$ cat config.mk
export PLATFORM = sky130hd
export DESIGN_NAME = remap_pipe
export DESIGN_NICKNAME = d
export VERILOG_FILES = /design/src/rtl/remap_pipe.sv
export SDC_FILE = /design/constraint.sdc
export NUM_CORES = 1
export LEC_CHECK = 0
export CORE_MARGIN = 8
export CORE_UTILIZATION = 50
export DETAILED_ROUTE_END_ITERATION = 8
export HOLD_SLACK_MARGIN = 0.08
export PLACE_DENSITY = 0.74
export SLEW_MARGIN = 20
export SYNTH_ARGS = -nofsm -noshare
export SYNTH_HDL_FRONTEND = slang
export SYNTH_SLANG_ARGS = --single-unit
$ cat constraint.sdc
create_clock -name clk_i -period 3.3 [get_ports clk_i]
set_input_delay 0.66 -clock clk_i [delete_from_list [all_inputs] [get_ports clk_i]]
set_output_delay 0.66 -clock clk_i [all_outputs]
set_load 0.02 [all_outputs]
$ cat src/rtl/remap_pipe.sv
`default_nettype none
// +--------------------------------------------------------------------------+
// | remap_pipe: two-stage leading-one normaliser, packs {k, m} with optional  |
// | round-half-up of the mantissa.                       Revision: 1.0        |
// +--------------------------------------------------------------------------+
module remap_pipe #(
  parameter int WIDTH = 32
) (
  input  logic             clk_i,
  input  logic             rst_i,
  input  logic             in_valid_i,
  output logic             in_ready_o,
  input  logic [WIDTH-1:0] num_i,
  input  logic             mode_i,
  output logic             out_valid_o,
  input  logic             out_ready_i,
  output logic [WIDTH-1:0] rslt_o,
  output logic             zero_o
);

  localparam int KW = $clog2(WIDTH);
  localparam int MW = WIDTH - KW;

  logic             s1_v_q;
  logic [KW-1:0]    s1_k_q;
  logic [WIDTH-2:0] s1_f_q;
  logic             s1_zero_q;
  logic             s1_mode_q;

  logic             s2_v_q;
  logic [WIDTH-1:0] s2_rslt_q;
  logic             s2_zero_q;

  logic             adv1;
  logic             adv2;
  logic [KW-1:0]    k_d;
  logic [KW-1:0]    shamt;
  logic [WIDTH-2:0] f_d;
  logic [MW-1:0]    mant;
  logic             rbit;
  logic [MW:0]      sum;
  logic [WIDTH-1:0] rslt_d;
  logic             unused_lsbs;

  assign adv2       = !s2_v_q || out_ready_i;
  assign adv1       = !s1_v_q || adv2;
  assign in_ready_o = adv1;

  // Leading-one index; the highest set bit wins because it is visited last.
  always_comb begin
    k_d = '0;
    for (int i = 0; i < WIDTH; i++) begin
      if (num_i[i]) k_d = KW'(i);
    end
  end

  // Shifting the lower WIDTH-1 bits pushes the leading one out the top,
  // leaving only the fraction bits below it, left-aligned.
  assign shamt = KW'(WIDTH - 1) - k_d;
  assign f_d   = num_i[WIDTH-2:0] << shamt;

  assign mant        = s1_f_q[WIDTH-2 -: MW];
  assign rbit        = s1_mode_q & s1_f_q[KW-2];
  assign sum         = {1'b0, mant} + {{MW{1'b0}}, rbit};
  assign unused_lsbs = ^s1_f_q[KW-2:0];

  always_comb begin
    rslt_d = {s1_k_q, sum[MW-1:0]};
    if (s1_zero_q) begin
      rslt_d = '0;
    end else if (sum[MW]) begin
      // Mantissa carry bumps the exponent, or saturates at the top exponent.
      if (s1_k_q == {KW{1'b1}}) rslt_d = '1;
      else                      rslt_d = {s1_k_q + KW'(1), {MW{1'b0}}};
    end
  end

  always_ff @(posedge clk_i) begin
    if (rst_i) begin
      s1_v_q    <= 1'b0;
      s2_v_q    <= 1'b0;
      s2_rslt_q <= '0;
      s2_zero_q <= 1'b0;
    end else begin
      if (adv1) begin
        s1_v_q <= in_valid_i;
        if (in_valid_i) begin
          s1_k_q    <= k_d;
          s1_f_q    <= f_d;
          s1_zero_q <= (num_i == '0);
          s1_mode_q <= mode_i;
        end
      end
      if (adv2) begin
        s2_v_q <= s1_v_q;
        if (s1_v_q) begin
          s2_rslt_q <= rslt_d;
          s2_zero_q <= s1_zero_q;
        end
      end
    end
  end

  assign out_valid_o = s2_v_q;
  assign rslt_o      = s2_rslt_q;
  assign zero_o      = s2_zero_q;

endmodule
`default_nettype wire

== After elaboration in Yosys (flattened, before gate mapping) ==
Cells that the tools add are included.

* Flip-flop bits (word level): 73

* Shift operators: 1
* Reductions and logical operators: 7
* Add/subtract/negate cells: 3
* Equality and inequality tests: 1
* Bitwise logic cells: 2
* Mux-type cells: 34

{| class="wikitable"
|+ Operator list
! kind !! number
|-
| $mux 5 || 30
|-
| $mux 32 || 3
|-
| $logic_not 32->1 || 1
|-
| $shl 31x5->31 || 1
|-
| $add 27x1->28 || 1
|-
| $add 5x1->5 const B || 1
|-
| $eq 5x5->1 const B || 1
|-
| $sub 5x5->5 const A || 1
|-
| $reduce_and 3->1 || 1
|-
| $logic_not 1->1 || 2
|-
| $logic_or 1x1->1 || 2
|-
| $reduce_and 2->1 || 1
|-
| $and 1x1->1 || 1
|-
| $mux 1 || 1
|-
| $not 1->1 || 1
|}

== Depth between registers and ports, before layout ==
* Depth in word-level cells: 33
* Mapped depth: 12
* Mapped depth without buffers: 11

== Worst setup path after synthesis ==
No wires, ideal clock.

* Path kind: in2reg
* From: input port num_i[23]
* To: register s1_f_q[25] (data pin)
* Stages: 10
* Data required time: 3.039 ns
* Setup slack: 0.478 ns
* Library setup time: 0.261 ns
* Data arrival time: 2.562 ns
* Path through: nor2b_1 -> o21bai_1 -> o2111ai_1 -> o211ai_2 -> buf_6 -> buf_12 -> mux2i_1 -> mux2i_1 -> mux2_2 -> a221o_1

* Longest elaborated chain between the ends: 11

{| class="wikitable"
|+ Ends and longest elaborated chain
! element !! RTL line !! text
|-
| start, declared || 13 || <nowiki>input logic [WIDTH-1:0] num_i,</nowiki>
|-
| $mux 5 (9 in series) || 53 || <nowiki>if (num_i[i]) k_d = KW'(i);</nowiki>
|-
| $sub 5x5->5 || 59 || <nowiki>assign shamt = KW'(WIDTH - 1) - k_d;</nowiki>
|-
| $shl 31x5->31 * || 60 || <nowiki>assign f_d = num_i[WIDTH-2:0] << shamt;</nowiki>
|-
| net f_d[25] || 38 || <nowiki>logic [WIDTH-2:0] f_d;</nowiki>
|-
| end signal, assigned || 89 || <nowiki>s1_f_q <= f_d;</nowiki>
|-
| end, declared || 26 || <nowiki>logic [WIDTH-2:0] s1_f_q;</nowiki>
|}

The timed path passes the listed nets; every way through them passes the cells marked *.
A chain may end at the register's enable or synchronous reset.

== Worst setup path in the final report ==
* From: input port num_i[19]
* To: register s1_f_q[24] (data pin)

* Longest elaborated chain between the ends: 15

{| class="wikitable"
|+ Ends and longest elaborated chain
! element !! RTL line
|-
| $mux 5 (13 in series) || 53
|-
| $sub 5x5->5 || 59
|-
| $shl 31x5->31 * || 60
|-
| net f_d[24] || 38
|}

Marked as above.

==> flow_summary.json <==
{
  "power_density_nw_per_um2": 353,
  "leakagePower_uw": 0.00268,
  "ys_seq_area_share_pct": 37.8,
  "drv_slew": 0,
  "vias_per_cell": 5.55,
  "multiInputGateArea_sq_um": 2800,
  "fmaxAchievable_mhz": 312,
  "cts_hold_buf": 0,
  "grt_usage_pct": 20.4,
  "synthMuxAreaShare_pct": 16.3,
  "first_pass_iters": 4,
  "synth_top_family_by_area": "compound AO/OA/AOI/OAI gates",
  "ant_nets": 0,
  "dp_cells": 781,
  "clk_latency_ns": 0.33,
  "num_vias": 4440,
  "start_util_pct": 50.9,
  "regArea_sq_um": 1750,
  "grt_antenna_before_repair": 0,
  "drt_wl_total_mm": 12.7,
  "synth_edf_count": 35,
  "die-area_sq_um": 12600,
  "drc": 0,
  "row_count": 35,
  "rsz0062_at_grt": "yes",
  "fin_cells": 800,
  "yosys.area_share.adder_pct": 0.809,
  "wl_per_cell_microns": 15.9,
  "cap_violations": 0,
  "clk_path_buf_depth": 2,
  "crit_arrival_ns": 3.26,
  "cts_made_buffers": 9,
  "die_h_microns": 112,
  "gp_congestion": 0.868,
  "yosys.area_share.xor_xnor_pct": 3.97,
  "avgSynthCellArea_sq_um": 8.95,
  "clock_sink_count": 70,
  "n_fill_cell": 717,
  "crit_type": "in -> reg",
  "finalSetupViolations": 0,
  "cp.required_ns": 3.36,
  "min_period_over_period_pct": 97.1,
  "outcome": "finished, final reports clean",
  "ys_ff_latch": 70,
  "syn_inst": 518,
  "grt_max_degree": 36,
  "holdWs_ns": 0.449,
  "grt_pass1_wl_mm": 21.2,
  "fin_util_pct": 71.1,
  "hp-class": "reg -> reg",
  "htree_levels": 3,
  "grt_pass1_vias": 4416,
  "yosys.area.top_type": "edfxtp_1",
  "worst_setup_path_end_kind": "flop",
  "nets": 724,
  "synth_area_sq_um": 4640,
  "ir_drop_v": 0.000149,
  "yosys_warnings": 0,
  "grt_overflow": 0,
  "synth_top_area_share_pct": 22.7,
  "worst_pin_slew_ns": 0.749,
  "portBuffers": 71,
  "ys_types": 65,
  "cp-start-kind": "primary input",
  "cts_tree": "yes",
  "area_delta_synth_final_pct": 39.6,
  "postSynth.asyncResetShare_pct": 0,
  "synth_ff_type": "edfxtp_1",
  "root_buffer": "clkbuf_8",
  "die_width_microns": 112,
  "cp_max_fo": 17,
  "ios": 72,
  "syn_nets": 558,
  "synth_simple_gate_area_share_pct": 18.6,
  "core_area_sq_um": 9110,
  "antenna_cells": 0,
  "hold_viol": 0,
  "hpwlAfterDp_mm": 10.5,
  "slew_headroom_pct": 49.9,
  "skew_ns": 0.00501,
  "layout_min_cycle_time_ns": 3.20,
  "path_clk_slew_ns": 0.07,
  "netlist_top_cells_area": "edfxtp_1, dfxtp_1, mux2i_1",
  "synth-compound-area-share_pct": 19.2,
  "drive_gt1_share_pct": 22.4,
  "first_iter_violations": 196
}
==> state kept, by name (all words and copies together), names as in the netlist <==
signal / count
out_valid_o: 1
rslt_o: 32
s1_f_q: 28
s1_k_q: 5
s1_mode_q: 1
s1_v_q: 1
s1_zero_q: 1
zero_o: 1
==> power breakdown <==
| part | internal [uW] | switching (uW) |
|---|---|---|
| combinational | 316 | 296 |
| clock | 377 | 290 |
| sequential | 970 | 32.1 |
| total | 1660 | 618 |
==> layout make-up <==
| type | instances | share of cell area, % |
|---|---|---|
| sequential | 70 | 27.1 |
| inverter | 10 | 0.580 |
| clock buffer | 16 | 3.09 |
| timing repair buffer | 177 | 23.9 |
| tap | 111 | 2.15 |
| multi-input combinational | 416 | 43.2 |
==> metrics by stage <==
step	cell area, sq um	power [uW]	setup WS (ns)	setup TNS (ns)
finish	6470	2280	0.0951	0
global route	6470	2390	-0.0350	-0.0350
CTS	6400	2290	0.00473	0
detailed placement	6190	1620	-0.470	-4.08
global placement	6190	1610	-0.367	-2.34
floorplan	4640	1320	0.478	0
==> path summary, 6_finish.rpt <==
kind	startpoint	end	slack, ns	cells past startpoint
hold / removal	rslt_o[28]	rslt_o[28]	0.45	2
hold reg to reg	rslt_o[28]	rslt_o[28]	0.45	2
setup / recovery	num_i[19]	s1_f_q[24]	0.1	11
setup reg to reg	s1_f_q[14]	rslt_o[0]	0.68	9
==> placed cells by master, fill, tap and decap left out, types with 4 or more instances in the layout <==
master             n
o22a_1             5
clkdlybuf4s50_1   70
nand2b_1           5
nand4_1            7
nor2b_1            5
nor2_1            52
nand2_1           55
a22oi_1            5
a21oi_1           41
o21ai_0           37
nor3_1            10
clkbuf_8          14
inv_1              7
mux2_2            11
and3_1             4
xor2_1            11
a211oi_1           4
edfxtp_1          35
and4_1             4
mux2i_2            4
nand3_1           10
a21o_1             5
buf_4            103
xnor2_1           10
nor4_1             7
o31ai_1            5
o221ai_1           4
mux2i_1           58
dfxtp_1           35
and2_1             6
==> critical path, cell delays in order <==
cell	delay, ns
clkdlybuf4s50_1	0.42
buf_4	0.14
nor3_1	0.21
o2111ai_2	0.18
o211ai_2	0.24
buf_12	0.21
mux2i_2	0.27
mux2i_1	0.14
mux2_2	0.33
a211oi_2	0.29
o221ai_1	0.18
==> Yosys cell counts (all sizes together) (4+ instances only) <==
| master | n |
|---|---|
| a211oi | 5 |
| nand2 | 55 |
| o211ai | 4 |
| nand3 | 10 |
| and2 | 6 |
| and3 | 4 |
| o31ai | 5 |
| and4 | 4 |
| nor2 | 53 |
| nand2b | 5 |
| a21oi | 41 |
| xor2 | 11 |
| inv | 10 |
| nor4 | 9 |
| o21ai | 41 |
| nor2b | 5 |
| o22a | 5 |
| a22oi | 5 |
| mux2 | 11 |
| nand4 | 7 |
| nor3 | 13 |
| clkbuf | 12 |
| a21o | 5 |
| buf | 10 |
| dfxtp | 35 |
| mux2i | 63 |
| o221ai | 4 |
| edfxtp | 35 |
| xnor2 | 10 |
==> layer usage <==
layer / GRT usage [%] / wire (microns)
met1: 22.5 / 5210
met2: 37.7 / 6650
met3: 3.01 / 626
met4: 9.62 / 258
met5: 0 / 0
==> repair_timing <==
item,in CTS,in global routing
gates cloned,0,0
endpoints found under the setup margin,1,15
resized for setup,2,11
buffers inserted,0,3
==> logic make-up after synthesis <==
logic type / count (synthesis)
AOI/OAI and AO/OA: 139
xor gates and xnor gates: 21
adders and majority gates: 3
buffers and inverters: 32
DFF: 70
muxes: 74
and+or+nand+nor: 179
(Power assumes the default switching activity.)
